### src/rtl/complex_multiplier_nch.sv
// Multi-lane complex multiply (a*b or a*conj(b)); latency STAGES cycles, whole pipe stalls when output is held.
// Define CMULT_SATURATE_EN to clamp out-of-range results instead of wrapping.
module complex_multiplier_nch #(
  parameter int OPERAND_WIDTH_A   = 16,
  parameter int OPERAND_WIDTH_B   = 16,
  parameter int OPERAND_WIDTH_OUT = 16,
  parameter int CHANNELS          = 1,
  parameter int STAGES            = 6,
  parameter int ROUND_MODE        = 0,
  parameter int GROWTH_BITS       = 0,
  parameter int USER_WIDTH        = 1
) (
  input  logic                                     aclk,
  input  logic                                     aresetn,
  input  logic [CHANNELS*2*OPERAND_WIDTH_A-1:0]    s_axis_a_tdata,
  input  logic                                     s_axis_a_tvalid,
  output logic                                     s_axis_a_tready,
  input  logic [CHANNELS*2*OPERAND_WIDTH_B-1:0]    s_axis_b_tdata,
  input  logic                                     s_axis_b_tvalid,
  output logic                                     s_axis_b_tready,
  input  logic                                     s_axis_b_tlast,
  input  logic [USER_WIDTH-1:0]                    s_axis_b_tuser,
  input  logic                                     s_axis_b_conj,
  output logic [CHANNELS*2*OPERAND_WIDTH_OUT-1:0]  m_axis_dout_tdata,
  output logic                                     m_axis_dout_tvalid,
  input  logic                                     m_axis_dout_tready,
  output logic                                     m_axis_dout_tlast,
  output logic [USER_WIDTH-1:0]                    m_axis_dout_tuser
);
  localparam int WA         = OPERAND_WIDTH_A;
  localparam int WB         = OPERAND_WIDTH_B;
  localparam int WO         = OPERAND_WIDTH_OUT;
  localparam int PW         = WA + WB;
  localparam int FW         = PW + 1;
  localparam int TRUNC_BITS = FW - WO + GROWTH_BITS;
  localparam int RSH        = (TRUNC_BITS > 0) ? TRUNC_BITS - 1 : 0;
  localparam logic signed [FW:0] RND =
      (ROUND_MODE == 1 && TRUNC_BITS > 0) ? ((FW+1)'(1) <<< RSH) : '0;
`ifdef CMULT_SATURATE_EN
  localparam int SW         = FW + 1 - TRUNC_BITS;
`endif

  logic                  advance;
  logic                  accept;
  logic [STAGES-1:0]     vld;
  logic [STAGES-1:0]     lst;
  logic [USER_WIDTH-1:0] usr [STAGES];
  logic [1:0]            cnj;

  assign advance         = !m_axis_dout_tvalid || m_axis_dout_tready;
  assign accept          = advance && s_axis_a_tvalid && s_axis_b_tvalid;
  assign s_axis_a_tready = aresetn && advance && s_axis_b_tvalid;
  assign s_axis_b_tready = aresetn && advance && s_axis_a_tvalid;

  assign m_axis_dout_tvalid = vld[STAGES-1];
  assign m_axis_dout_tlast  = lst[STAGES-1];
  assign m_axis_dout_tuser  = usr[STAGES-1];

  always_ff @(posedge aclk) begin
    if (!aresetn) begin
      vld <= '0;
      lst <= '0;
      cnj <= '0;
      for (int i = 0; i < STAGES; i++) usr[i] <= '0;
    end else if (advance) begin
      vld    <= {vld[STAGES-2:0], accept};
      lst    <= {lst[STAGES-2:0], s_axis_b_tlast};
      cnj    <= {cnj[0], s_axis_b_conj};
      usr[0] <= s_axis_b_tuser;
      for (int i = 1; i < STAGES; i++) usr[i] <= usr[i-1];
    end
  end

  // Round, arithmetic shift, then wrap or clamp to the output width.
  function automatic logic [WO-1:0] quant(input logic signed [FW-1:0] x);
    logic signed [FW:0] r;
`ifdef CMULT_SATURATE_EN
    logic signed [SW-1:0] v;
`endif
    r = (FW+1)'(x) + RND;
`ifdef CMULT_SATURATE_EN
    v = SW'(r >>> TRUNC_BITS);
    if (v[SW-1:WO-1] == {(SW-WO+1){1'b0}} || v[SW-1:WO-1] == {(SW-WO+1){1'b1}})
      return v[WO-1:0];
    else if (v[SW-1])
      return {1'b1, {(WO-1){1'b0}}};
    else
      return {1'b0, {(WO-1){1'b1}}};
`else
    return WO'(r >>> TRUNC_BITS);
`endif
  endfunction

  for (genvar k = 0; k < CHANNELS; k++) begin : g_lane
    logic signed [WA-1:0] a_re, a_im;
    logic signed [WB-1:0] b_re, b_im;
    logic signed [PW-1:0] p_rr, p_ii, p_ri, p_ir;
    logic signed [FW-1:0] re_full, im_full;
    logic signed [WO-1:0] res_re [STAGES-3];
    logic signed [WO-1:0] res_im [STAGES-3];

    always_ff @(posedge aclk) begin
      if (!aresetn) begin
        a_re    <= '0;
        a_im    <= '0;
        b_re    <= '0;
        b_im    <= '0;
        p_rr    <= '0;
        p_ii    <= '0;
        p_ri    <= '0;
        p_ir    <= '0;
        re_full <= '0;
        im_full <= '0;
        for (int i = 0; i < STAGES-3; i++) begin
          res_re[i] <= '0;
          res_im[i] <= '0;
        end
      end else if (advance) begin
        a_re <= s_axis_a_tdata[2*WA*k +: WA];
        a_im <= s_axis_a_tdata[2*WA*k+WA +: WA];
        b_re <= s_axis_b_tdata[2*WB*k +: WB];
        b_im <= s_axis_b_tdata[2*WB*k+WB +: WB];
        p_rr <= PW'(a_re) * PW'(b_re);
        p_ii <= PW'(a_im) * PW'(b_im);
        p_ri <= PW'(a_re) * PW'(b_im);
        p_ir <= PW'(a_im) * PW'(b_re);
        // Conjugation flips the sign of every b_im term; done as add/sub to avoid negating -2^(WB-1).
        if (cnj[1]) begin
          re_full <= FW'(p_rr) + FW'(p_ii);
          im_full <= FW'(p_ir) - FW'(p_ri);
        end else begin
          re_full <= FW'(p_rr) - FW'(p_ii);
          im_full <= FW'(p_ir) + FW'(p_ri);
        end
        res_re[0] <= quant(re_full);
        res_im[0] <= quant(im_full);
        for (int i = 1; i < STAGES-3; i++) begin
          res_re[i] <= res_re[i-1];
          res_im[i] <= res_im[i-1];
        end
      end
    end

    assign m_axis_dout_tdata[2*WO*k +: WO]    = res_re[STAGES-4];
    assign m_axis_dout_tdata[2*WO*k+WO +: WO] = res_im[STAGES-4];
  end

endmodule

### config.mk
export PLATFORM = sky130hd
export DESIGN_NAME = complex_multiplier_nch
export DESIGN_NICKNAME = d
export VERILOG_FILES = /design/src/rtl/complex_multiplier_nch.sv
export SDC_FILE = /design/constraint.sdc
export NUM_CORES = 2
export LEC_CHECK = 0
export ABC_AREA = 0
export CORE_ASPECT_RATIO = 0.8
export CORE_MARGIN = 2
export CORE_UTILIZATION = 55
export DETAILED_ROUTE_END_ITERATION = 10
export HOLD_SLACK_MARGIN = 0.06
export PLACE_DENSITY = 0.75
export SETUP_SLACK_MARGIN = 0.05
export SLEW_MARGIN = 20
export SYNTH_ARGS = -nofsm -noshare
export SYNTH_HDL_FRONTEND = slang
export SYNTH_SLANG_ARGS = --single-unit
### constraint.sdc
create_clock -name aclk -period 6.55 [get_ports aclk]
set_clock_uncertainty 0.15 [all_clocks]
set_input_delay 0.9825 -clock aclk [delete_from_list [all_inputs] [get_ports aclk]]
set_output_delay 0.9825 -clock aclk [all_outputs]
set_load 0.02 [all_outputs]
==> parameters.txt <==
Parameter                              Value

Status
  Result of the run ... completed

Power and ir drop
  Combinational Power Share ... 0.660
  Switching Power ... 7590 uW
  Clock network fraction of total power ... 0.147
  Areal power density over the cells ... 265 mW/mm2
  Worst ir drop on vdd ... 253 uV
  Internal Power ... 8650 uW
  Fraction of power spent switching nets ... 0.467
  Static Leakage ... 0.0305 uW
  Sequential cell fraction of total power ... 0.193

Logic synthesis
  Commonest cells post-synth ... inv_1, fa_1, nand2_1, and2_1, ha_1
  Post-Synthesis Cell Area ... 0.0536 mm2
  Biggest area consumer among synthesized cells ... fa_1
  Portion of the post-synthesis area used by sequential elements ... 0.146
  Dominant cell by count in the synthesized netlist ... inv_1
  Most common flop cell mapped by yosys ... dfxtp_1
  Biggest area contributors in the synthesized netlist ... fa_1, ha_1, dfxtp_1
  Number of distinct library cells after synthesis ... 66
  Syn Inst Count ... 5723
  Post-synth EDFFs ... 102
  Flop and latch count out of synthesis ... 340
  Share of flip-flops with an asynchronous set or reset after synthesis ... 0
  Synthesized area divided by synthesized cell count ... 9.36 um2
  Synth top area share ... 0.392
  Count of yosys warnings during synthesis ... 0
  Nets in the synthesized netlist ... 7235

Drt
  DRC violation total after the first TritonRoute iteration ... 3531
  Overall routed net length ... 150000 um
  Number of optimization iterations in the first detailed-route pass ... 5
  Number of antenna-violating nets in the routed design ... 0
  Average detailed-routed wire length per instance ... 20.7 um
  DR vias/cell ... 5.57
  Total via count after detailed routing ... 40400
  DR DRC count ... 0

Cells and area
  Synthesis-to-layout area growth ... 14.2%
  Final-stage net count ... 7426
  Share of final-layout standard cells stronger than drive strength 1 ... 0.103
  Layout Cell Area excl Fill ... 0.0612 mm2
  Number of filler cells placed in the layout ... 7762

STA
  Fin Setup TNS ... 0 ns
  Worst Setup Slack, final ... 0.0490 ns
  Setup-failing EPs final ... 0
  Fraction of the cycle the final worst path needs ... 0.993
  Unrepaired setup endpoints after global routing ... true
  Total count of hold-check failures in the final report ... 0
  Fin. max-slew vios ... 0
  Actual transition at the worst max-transition pin ... 1.10 ns
  Clock period minus final worst setup slack ... 6.50 ns
  Worst slew margin relative to its limit ... 0.266
  Peak Freq ... 154 MHz

Clock network
  Maximum count of clock buffers along a single path ... 3
  Hold buffer count at CTS ... 0
  Root Buffer ... clkbuf_16
  Inserted Clock Buffers ... 41
  Clock tree from TritonCTS ... yes
  Clock Sinks ... 340
  H-tree depth ... 2
  Clock Latency Late Sink ... 0.65 ns
  Reg clk slew, reported paths ... 0.06 ns

Floorplanning
  Die outline height ... 283 um
  Initial core utilization ... 0.555
  I/O pins ... 109
  Core Area ... 0.0966 mm2
  Row Count ... 102
  Die extent in x ... 353 um
  Overall die area ... 0.100 mm2

Critical path
  Crit-path leading delay family ... adder cells
  Sequence of cells on the critical path ... clkbuf_16, and2_4, fa_1, inv_1, fa_1, inv_1, fa_1, fa_1, fa_1, inv_1, fa_1, inv_1, ha_1, a21o_1, a21o_1, a21boi_2, o31ai_4, a31o_4, a211o_1, a211o_1, a21oi_2, xnor2_1, o21ai_1
  Critical path peak fanout ... 7
  Kind of end point of the critical path ... flop
  Critical path start-end classification ... flop to flop
  Required time of the critical path ... 6.86 ns
  Crit-path max cell delay ... 0.54 ns
  Critical path arrival ... 6.81 ns
  Buffer and inverter count on the worst path ... 5
  Critical Path Source Type ... flop
  Worst-path cell with the longest stage delay ... fa_1
  Critical path's most frequent cell ... fa_1

GRT
  Total track usage ... 0.294
  Number of antenna violations at the first check in global routing ... 11
  Congestion Overflow GR ... 0
  First-pass GRT wire length ... 232000 um
  Number of global-route vias before repair ... 42600
  Pin count of the biggest net entering global routing ... 189

Placed design
  Placement-stage worst setup slack ... -0.118 ns
  Routability Congestion ... 0.925
  Post-detailed-placement cell area ... 0.0579 mm2
  IO buf count ... 108
  HPWL after DPL ... 109000 um

Min path
  Path class of the lowest-slack min-delay path ... flop to flop

Job
  Max-cap violation count ... 0
## state kept, by name, indices dropped and copies added (netlist names), 16 cells and up
register / cells
g_lane.p_rr: 32
g_lane.p_ri: 32
g_lane.b_re: 16
g_lane.p_ir: 32
g_lane.p_ii: 32
g_lane.res_re: 48
g_lane.im_full: 16
g_lane.a_im: 16
g_lane.re_full: 16
g_lane.b_im: 16
g_lane.res_im: 48
g_lane.a_re: 16
## final timing paths
| path | slack [ns] | cells past startpoint | start | to |
|---|---|---|---|---|
| worst min register to register | 0.30 | 2 | g_lane[0].im_full[21] | g_lane[0].im_full[21] |
| worst min-delay path | 0.30 | 2 | g_lane[0].im_full[21] | g_lane[0].im_full[21] |
| worst max-delay path | 0.05 | 23 | g_lane[0].a_re[5] | g_lane[0].p_rr[31] |
| worst max register to register | 0.05 | 23 | g_lane[0].a_re[5] | g_lane[0].p_rr[31] |
## metrics by stage
step	hold WS, ns	cells	util	total power (uW)
global placement	0.283	7102	0.599	12700
global route	0.326	7247	0.633	17500
finish	0.298	7249	0.633	16200
CTS	0.301	7181	0.615	15600
detailed placement	0.286	7102	0.599	13000
floorplan	0.261	5723	-	9440
## area by class of cell
class / count / area [um2] / share of cell area
repair buffers: 456 / 5040 / 0.0823
multi-input cells: 3892 / 40800 / 0.667
well taps: 1300 / 1630 / 0.0266
inverters: 1183 / 4450 / 0.0727
diodes: 2 / 5.00 / 0.0000818
flip-flops and latches: 340 / 7920 / 0.129
clock buffers: 52 / 1090 / 0.0178
clock inverters: 24 / 272 / 0.00444
## cell usage in the layout (no fill, tap or decap), drive strengths merged, types with 10 or more instances in the layout
master and count:
inv 1184, fa 1048, nand2 646, and2 504, ha 392, buf 326
dfxtp 238, o21ai 182, nor2 150, a21oi 134, xnor2 130, and3 113
clkdlybuf4s50 107, a22o 106, edfxtp 102, xor2 99, clkbuf 74, a21o 64
nand2b 29, nor3 27, nand3 25, a211oi 23, o21bai 19, a31oi 19
or3 18, clkinv 14, o21a 12, o31ai 12, o211ai 11, nor2b 11
nor4 10
## logic make-up (layout without fill, tap and decap cells)
family	after synthesis	after routing	synth area share
and+or+nand+nor	1565	1565	0.145
DFF	340	340	0.146
muxes	7	7	0.00133
adders and majority gates	1440	1440	0.483
xor gates and xnor gates	229	229	0.0374
buffers and inverters	1491	1715	0.107
other	0	2	0
AOI/OAI and AO/OA	651	651	0.0802
## timing repair
action                     4_1_cts  5_1_grt
resized for setup               33      226
setup endpoints to repair       20       40
setup buffers                    1       44
pin swaps                        7      108
cloned                           2       23
## layer usage
metal	global-route usage	wire length, um	vias up
li1	-	-	17900
met1	0.398	60200	20300
met2	0.447	64600	1759
met3	0.0632	15700	371
met4	0.155	9120	12
met5	0	88	-
## worst reg2reg max path, cell delays in order (launching register included)
cell and delay [ns]:
dfxtp_4 0.43, clkbuf_16 0.21, and2_4 0.16, fa_1 0.54, inv_1 0.06, fa_1 0.53, inv_1 0.05, fa_1 0.51
fa_1 0.46, fa_1 0.51, inv_1 0.05, fa_1 0.47, inv_1 0.04, ha_1 0.28, a21o_1 0.17, a21o_1 0.21
a21boi_2 0.19, o31ai_4 0.12, a31o_4 0.25, a211o_1 0.28, a211o_1 0.28, a21oi_2 0.14, xnor2_1 0.14, o21ai_1 0.08
## power by group through the flow
stage	Sequential (uW)	Combinational, uW	Clock, uW
6_report	3130	10700	2380
5_1_grt	3160	11900	2500
4_1_cts	3110	10000	2430
3_5_place_dp	3150	9870	0
3_3_place_gp	3140	9590	0
2_1_floorplan	2900	6540	0
(Power assumes the default switching activity.)
